[src/rtl/mem_responder_pkg.sv]
// Shared types and constants for the memory responder: FSM states and counter widths.
package mem_responder_pkg;

  localparam int unsigned MaskW    = 8;
  localparam int unsigned BeatIdxW = 3;
  // Wide enough to hold WAIT_CYCLES+1 (up to 16) for the inter-beat reload.
  localparam int unsigned WaitCntW = 5;

  typedef enum logic [1:0] {
    StIdle,
    StWait,
    StAccess,
    StResp
  } state_e;

endpackage

[src/rtl/mem_responder_if.sv]
// Request/response bus between the core (master) and the memory responder (slave).
interface mem_responder_if
  import mem_responder_pkg::*;
#(
  parameter int unsigned DATA_W = 16,
  parameter int unsigned ADDR_W = 16
);

  logic                req_valid;
  logic                req_ready;
  logic                req_we;
  logic                req_burst;
  logic [ADDR_W-1:0]   req_addr;
  logic [MaskW-1:0]    req_mask;
  logic [DATA_W-1:0]   req_wdata;
  logic [BeatIdxW-1:0] beat_reg;
  logic                rsp_valid;
  logic [DATA_W-1:0]   rsp_rdata;
  logic                rsp_last;
  logic                rsp_err;
  logic                busy;

  modport master (
    output req_valid, req_we, req_burst, req_addr, req_mask, req_wdata,
    input  req_ready, beat_reg, rsp_valid, rsp_rdata, rsp_last, rsp_err, busy
  );

  modport slave (
    input  req_valid, req_we, req_burst, req_addr, req_mask, req_wdata,
    output req_ready, beat_reg, rsp_valid, rsp_rdata, rsp_last, rsp_err, busy
  );

endinterface

[src/rtl/mem_responder_lsb_pick.sv]
// Lowest-set-bit picker for the burst register mask: index of the next register to serve.
module mem_responder_lsb_pick
  import mem_responder_pkg::*;
(
  input  logic [MaskW-1:0]    mask,
  output logic [BeatIdxW-1:0] idx,
  output logic                any
);

  always_comb begin
    idx = '0;
    for (int i = MaskW - 1; i >= 0; i--) begin
      if (mask[i]) idx = BeatIdxW'(i);
    end
  end

  assign any = |mask;

endmodule

[src/rtl/mem_responder.sv]
// Memory-side responder: single and mask-driven burst accesses to a local array, with
// programmable wait states before each beat and a register-index tag on every beat.
module mem_responder
  import mem_responder_pkg::*;
#(
  parameter int unsigned DATA_W      = 16,
  parameter int unsigned ADDR_W      = 16,
  parameter int unsigned DEPTH       = 256,
  parameter int unsigned WAIT_CYCLES = 1
) (
  input logic            clk,
  input logic            proc_rst,
  mem_responder_if.slave bus
);

  localparam int unsigned IdxW = (DEPTH > 1) ? $clog2(DEPTH) : 1;
  localparam logic [WaitCntW-1:0] WaitLoad   = WaitCntW'(WAIT_CYCLES);
  localparam logic [WaitCntW-1:0] WaitReload = WaitCntW'(WAIT_CYCLES + 1);

  state_e              state_q;
  logic                we_q;
  logic [ADDR_W-1:0]   addr_q;
  logic [MaskW-1:0]    mask_q;
  logic [WaitCntW-1:0] wait_cnt_q;
  logic                err_q;
  logic                req_ready_q;
  logic                rsp_valid_q;
  logic                rsp_last_q;
  logic                rsp_err_q;
  logic [DATA_W-1:0]   rsp_rdata_q;
  logic [BeatIdxW-1:0] beat_reg_q;

  logic [DATA_W-1:0] mem [DEPTH];

  logic [BeatIdxW-1:0] pick_idx;
  logic                pick_any;
  logic [MaskW-1:0]    mask_rest;
  logic [31:0]         addr_ext;
  logic                in_range;
  logic [IdxW-1:0]     mem_idx;

  mem_responder_lsb_pick u_pick (
    .mask (mask_q),
    .idx  (pick_idx),
    .any  (pick_any)
  );

  assign mask_rest = pick_any ? (mask_q & ~(MaskW'(1) << pick_idx)) : '0;
  assign addr_ext  = 32'(addr_q);
  assign in_range  = addr_ext < DEPTH;
  assign mem_idx   = addr_q[IdxW-1:0];

  always_ff @(posedge clk or negedge proc_rst) begin
    if (!proc_rst) begin
      state_q     <= StIdle;
      we_q        <= 1'b0;
      addr_q      <= '0;
      mask_q      <= '0;
      wait_cnt_q  <= '0;
      err_q       <= 1'b0;
      req_ready_q <= 1'b1;
      rsp_valid_q <= 1'b0;
      rsp_last_q  <= 1'b0;
      rsp_err_q   <= 1'b0;
      rsp_rdata_q <= '0;
      beat_reg_q  <= '0;
    end else begin
      rsp_valid_q <= 1'b0;
      rsp_last_q  <= 1'b0;
      rsp_err_q   <= 1'b0;
      unique case (state_q)
        StIdle: begin
          if (bus.req_valid) begin
            we_q        <= bus.req_we;
            addr_q      <= bus.req_addr;
            mask_q      <= bus.req_burst ? bus.req_mask : MaskW'(1);
            wait_cnt_q  <= WaitLoad;
            err_q       <= 1'b0;
            rsp_rdata_q <= '0;
            req_ready_q <= 1'b0;
            if (bus.req_burst && (bus.req_mask == '0)) begin
              state_q <= StResp;
            end else if (WAIT_CYCLES == 0) begin
              state_q <= StAccess;
            end else begin
              state_q <= StWait;
            end
          end
        end
        StWait: begin
          if (wait_cnt_q <= WaitCntW'(1)) begin
            wait_cnt_q <= '0;
            state_q    <= StAccess;
          end else begin
            wait_cnt_q <= wait_cnt_q - WaitCntW'(1);
          end
        end
        StAccess: begin
          beat_reg_q  <= pick_idx;
          err_q       <= !in_range;
          rsp_rdata_q <= (in_range && !we_q) ? mem[mem_idx] : '0;
          state_q     <= StResp;
        end
        StResp: begin
          rsp_valid_q <= 1'b1;
          rsp_err_q   <= err_q;
          addr_q      <= addr_q + ADDR_W'(1);
          mask_q      <= mask_rest;
          if (mask_rest == '0) begin
            rsp_last_q  <= 1'b1;
            req_ready_q <= 1'b1;
            state_q     <= StIdle;
          end else begin
            // One extra turnaround cycle between beats on top of the programmed wait.
            wait_cnt_q <= WaitReload;
            state_q    <= StWait;
          end
        end
        default: state_q <= StIdle;
      endcase
    end
  end

  // Array contents survive reset; writes happen only while in ACCESS.
  always_ff @(posedge clk) begin
    if ((state_q == StAccess) && in_range && we_q) begin
      mem[mem_idx] <= bus.req_wdata;
    end
  end

  assign bus.req_ready = req_ready_q;
  assign bus.busy      = ~req_ready_q;
  assign bus.rsp_valid = rsp_valid_q;
  assign bus.rsp_last  = rsp_last_q;
  assign bus.rsp_err   = rsp_err_q;
  assign bus.rsp_rdata = rsp_rdata_q;
  assign bus.beat_reg  = beat_reg_q;

endmodule

[src/flat_wrapper.sv]
// flat-port wrapper written by rule: the top's interface ports become plain ports
module mem_responder_flat import mem_responder_pkg::*;
#(
  parameter int unsigned DATA_W      = 16,
  parameter int unsigned ADDR_W      = 16,
  parameter int unsigned DEPTH       = 256,
  parameter int unsigned WAIT_CYCLES = 1
)
  (clk, proc_rst, bus_req_valid, bus_req_we, bus_req_burst, bus_req_addr, bus_req_mask, bus_req_wdata, bus_req_ready, bus_beat_reg, bus_rsp_valid, bus_rsp_rdata, bus_rsp_last, bus_rsp_err, bus_busy);
  mem_responder_if #(.DATA_W(DATA_W), .ADDR_W(ADDR_W)) bus_i ();
  input logic clk;
  input logic proc_rst;
  input wire logic [$bits(bus_i.req_valid)-1:0] bus_req_valid;
  input wire logic [$bits(bus_i.req_we)-1:0] bus_req_we;
  input wire logic [$bits(bus_i.req_burst)-1:0] bus_req_burst;
  input wire logic [$bits(bus_i.req_addr)-1:0] bus_req_addr;
  input wire logic [$bits(bus_i.req_mask)-1:0] bus_req_mask;
  input wire logic [$bits(bus_i.req_wdata)-1:0] bus_req_wdata;
  output wire logic [$bits(bus_i.req_ready)-1:0] bus_req_ready;
  output wire logic [$bits(bus_i.beat_reg)-1:0] bus_beat_reg;
  output wire logic [$bits(bus_i.rsp_valid)-1:0] bus_rsp_valid;
  output wire logic [$bits(bus_i.rsp_rdata)-1:0] bus_rsp_rdata;
  output wire logic [$bits(bus_i.rsp_last)-1:0] bus_rsp_last;
  output wire logic [$bits(bus_i.rsp_err)-1:0] bus_rsp_err;
  output wire logic [$bits(bus_i.busy)-1:0] bus_busy;
  assign bus_i.req_valid = bus_req_valid;
  assign bus_i.req_we = bus_req_we;
  assign bus_i.req_burst = bus_req_burst;
  assign bus_i.req_addr = bus_req_addr;
  assign bus_i.req_mask = bus_req_mask;
  assign bus_i.req_wdata = bus_req_wdata;
  assign bus_req_ready = bus_i.req_ready;
  assign bus_beat_reg = bus_i.beat_reg;
  assign bus_rsp_valid = bus_i.rsp_valid;
  assign bus_rsp_rdata = bus_i.rsp_rdata;
  assign bus_rsp_last = bus_i.rsp_last;
  assign bus_rsp_err = bus_i.rsp_err;
  assign bus_busy = bus_i.busy;
  mem_responder #(.DATA_W(DATA_W), .ADDR_W(ADDR_W), .DEPTH(DEPTH), .WAIT_CYCLES(WAIT_CYCLES)) u_core (.clk(clk), .proc_rst(proc_rst), .bus(bus_i));
endmodule
[config.mk]
export PLATFORM = sky130hd
export DESIGN_NAME = mem_responder_flat
export DESIGN_NICKNAME = d
export VERILOG_FILES = /design/src/rtl/mem_responder_pkg.sv /design/src/rtl/mem_responder_if.sv /design/src/rtl/mem_responder_lsb_pick.sv /design/src/rtl/mem_responder.sv /design/src/flat_wrapper.sv
export SDC_FILE = /design/constraint.sdc
export NUM_CORES = 2
export LEC_CHECK = 0
export CORE_ASPECT_RATIO = 0.5
export CORE_UTILIZATION = 63
export DETAILED_ROUTE_END_ITERATION = 7
export PLACE_DENSITY = 0.77
export SLEW_MARGIN = 15
export SYNTH_ARGS = -nofsm -noshare
export SYNTH_HDL_FRONTEND = slang
export SYNTH_SLANG_ARGS = --single-unit
[constraint.sdc]
create_clock -name clk -period 4.9 [get_ports clk]
set_clock_uncertainty 0.05 [all_clocks]
set_input_delay 0.98 -clock clk [delete_from_list [all_inputs] [get_ports clk]]
set_output_delay 0.98 -clock clk [all_outputs]
set_load 0.01 [all_outputs]
==> impl_results.md <==
- Lkg Pwr: 57.0 nW
- Number of global-route vias before repair: 82,500
- TritonCTS buffer count: 343
- Buffers on Ports: 68
- Root Buffer: clkbuf_16
- Syn avg cell area: 22.4 sq um
- First-pass GRT wire length: 655 mm
- Endpoint class of the critical path: register
- Hold Crit Class: in -> async
- Maximum vdd drop: 0.000429 V
- Crit path kind: reg -> reg
- Die X: 716 um
- Vias per cell: ~7.5
- Final wirelength: around 480 mm
- Number of synthesized flops with an enable pin: 4,096
- Post-Syn Instances: 7,146
- Post-synthesis sequential area ratio: 77.6%
- Initial antenna violation count: between 40 and 50
- Count of pins over their slew limit: 0
- ANT nets after route: 0
- CTS resizes: 0
- Vias: 86,400
- Ys Warns: 0
- Worst-path fanout max: 31
- Largest net degree at the start of global routing: 139
- Clock Path Buffers: 4
- Met2 Routed Length: approximately 210 mm
- Final HPWL DP: 286 mm
- Distinct cells, synth: 75
- Worst-Skew Late Latency: ~0.92 ns
- Num rows: 130
- Area growth syn-to-layout: 12.3%
- Die area: roughly 260,000 sq um
- Crit-path cells: buf_4 > buf_12 > mux4_2 > mux2i_1 > a32oi_1 > nand3_1 > o21ai_0 > a31oi_1 > o211ai_1
- Top reg by flops: u_core.mem
- All-layer global routing usage: 37.2%
- Gpl congestion: 1.03
- Syn Std Cell Area: about 160,000 sq um
- Failing checks: DRC
- Setup bufs post-CTS: 0
- Achievable frequency: ~200 MHz
- Commonest non-fill, non-tap cell in the layout: edfxtp_1
- Fin Setup TNS: 0 ns
- Initial Utilization: 63.6%
- H-tree depth: 5
- Post-cts hold buffer count: 0
- Initial detailed-routing violation count: roughly 16,000
- Die height: 359 um
- Drt wl/cell: 41.7 um
- Final period util: about 100%
- Top routing layer used: met5
- Area of the core: 252,000 sq um
- Slowest CP cell: dfrtp_4
- DRT Pass-1 Iters: 8
- Synth Register Bits: 4,152
- FILL cells: 13,800
- Commonest cells after routing, fill and taps aside: 4,096 x edfxtp_1, 1,070 x mux4_2, 575 x buf_4
- Share of cells above drive strength 1: between 20 and 30%
- Asr flop ratio synth: 1.35%
- Metal3 WL: 84.7 mm
- Pwr dens: 544 nW/um^2
- DRC Markers: 2
- I/O pin count: 69
- Tmin final: between 4 and 5 ns
- Fin nets: between 7,000 and 8,000
- Status: finished, violations left
- Total power: 98.0 mW
- Critical Path AT: 5.60 ns
- CTS tree: done
- Relative slew slack: ~4.8%
- CTS sink count: 4,152
- Worst setup SP type: register
- Fin. Hold Viols: 0
- Syn nets: 7,201
- RSZ-0062 raised after global routing: no
- Worst slew pin tran: approximately 1.4 ns
- Critical Path RT: 5.61 ns
- Max_cap viols: 0
- Endpoints failing setup: 0
- Crit-path max cell delay: roughly 1.1 ns
- Flip-flop count of the largest register after layout: 4,096
- Grt ovf: 0
- Primary FF master, synth: edfxtp_1
- Met1 WL: between 150 and 200 mm
- Reg clk slew, reported paths: around 0.07 ns
==> power by group <==
group	switching [mW]	leakage [nW]	internal (mW)
Sequential	0.736	37.5	39.1
Combinational	18.8	14.1	11.6
Clock	12.8	5.36	15.0
==> area by class of cell <==
class                   instances  area, sq um  share of cell area [%]
diodes                         57          143                  0.0792
clock buffers                 407         8950                    4.97
clock inverters               207         2020                    1.12
inverters                      22         90.1                  0.0500
multi-input cells            2581        34000                    18.9
flip-flops and latches       4152       124000                    69.0
well taps                    3366         4210                    2.34
repair buffers                706         6330                    3.51
==> layer usage <==
metal / global-route usage [%] / up-vias
met2: 52.4 / 8566
met3: 17.3 / 1382
met4: 15.7 / 56
met1: 50.7 / 44700
li1: - / 31700
met5: 2.28 / -
==> Yosys cell counts, types with 14 or more instances <==
library cell,number,share of area [%]
mux4_2,1070,15
inv_1,21,0.049
nand2b_1,18,0.070
a32oi_1,33,0.18
a22oi_1,86,0.40
nand4_1,19,0.074
nor3_1,25,0.078
edfxtp_1,4096,77
o21ai_0,51,0.16
nor2_1,314,0.73
buf_1,34,0.080
a22o_1,15,0.082
clkbuf_1,126,0.29
buf_2,113,0.35
mux2i_1,273,1.7
a211oi_1,17,0.080
a21oi_1,63,0.20
buf_6,44,0.31
dfrtp_1,55,0.86
a221oi_1,14,0.076
nand2_1,217,0.51
nor2b_1,22,0.086
nand3_1,67,0.21
o22ai_1,80,0.31
buf_4,73,0.34
nor4_1,14,0.055
==> stage by stage <==
stage / cells / util (%) / hold slack (ns) / setup slack [ns] / area (sq um)
after floorplan: 7146 / - / 0.420 / 1.04 / 160000
after global placement: 10800 / 67.1 / 0.442 / 0.476 / 169000
after detailed placement: 10800 / 67.1 / 0.463 / 0.420 / 169000
after CTS: 11400 / 71.4 / 0.151 / 0.400 / 180000
after global routing: 11500 / 71.4 / 0.211 / 0.149 / 180000
final: 11500 / 71.5 / 0.170 / 0.0171 / 180000
==> worst max-delay path, delay by kind of cell, from the launching register on <==
family	cells	cell delay [ns]
compound gates	4	1.45
mux	2	0.78
flops	1	1.12
buf+inv	2	0.71
simple gates	1	0.54
==> cells by family after synthesis <==
family	count (synthesis)	share of synthesized area, %
DFF	4152	77.6
and+or+nand+nor	760	2.13
buffers and inverters	413	1.44
muxes	1351	16.8
AOI/OAI and AO/OA	460	2.01
adders and majority gates	10	0.0780
==> worst paths after layout <==
| check | from | end | slack [ns] | cells after the start |
|---|---|---|---|---|
| max in group asynchronous | proc_rst | u_core.addr_q[5]$_DFFE_PN0P_ | 3.84 | 1 |
| setup reg to reg | u_core.addr_q[0]$_DFFE_PN0P_ | u_core.bus.rsp_rdata[1]$_DFFE_PN0P_ | 0.02 | 9 |
| setup / recovery | u_core.addr_q[0]$_DFFE_PN0P_ | u_core.bus.rsp_rdata[1]$_DFFE_PN0P_ | 0.02 | 9 |
| hold / removal | proc_rst | u_core.bus.rsp_valid$_DFF_PN0_ | 0.17 | 1 |
| min in group clk | u_core.bus.beat_reg[0]$_DFFE_PN0P_ | u_core.bus.beat_reg[0]$_DFFE_PN0P_ | 0.48 | 2 |
| hold reg to reg | u_core.bus.beat_reg[0]$_DFFE_PN0P_ | u_core.bus.beat_reg[0]$_DFFE_PN0P_ | 0.48 | 2 |
No activity file was read; power rests on OpenSTA's default activity.
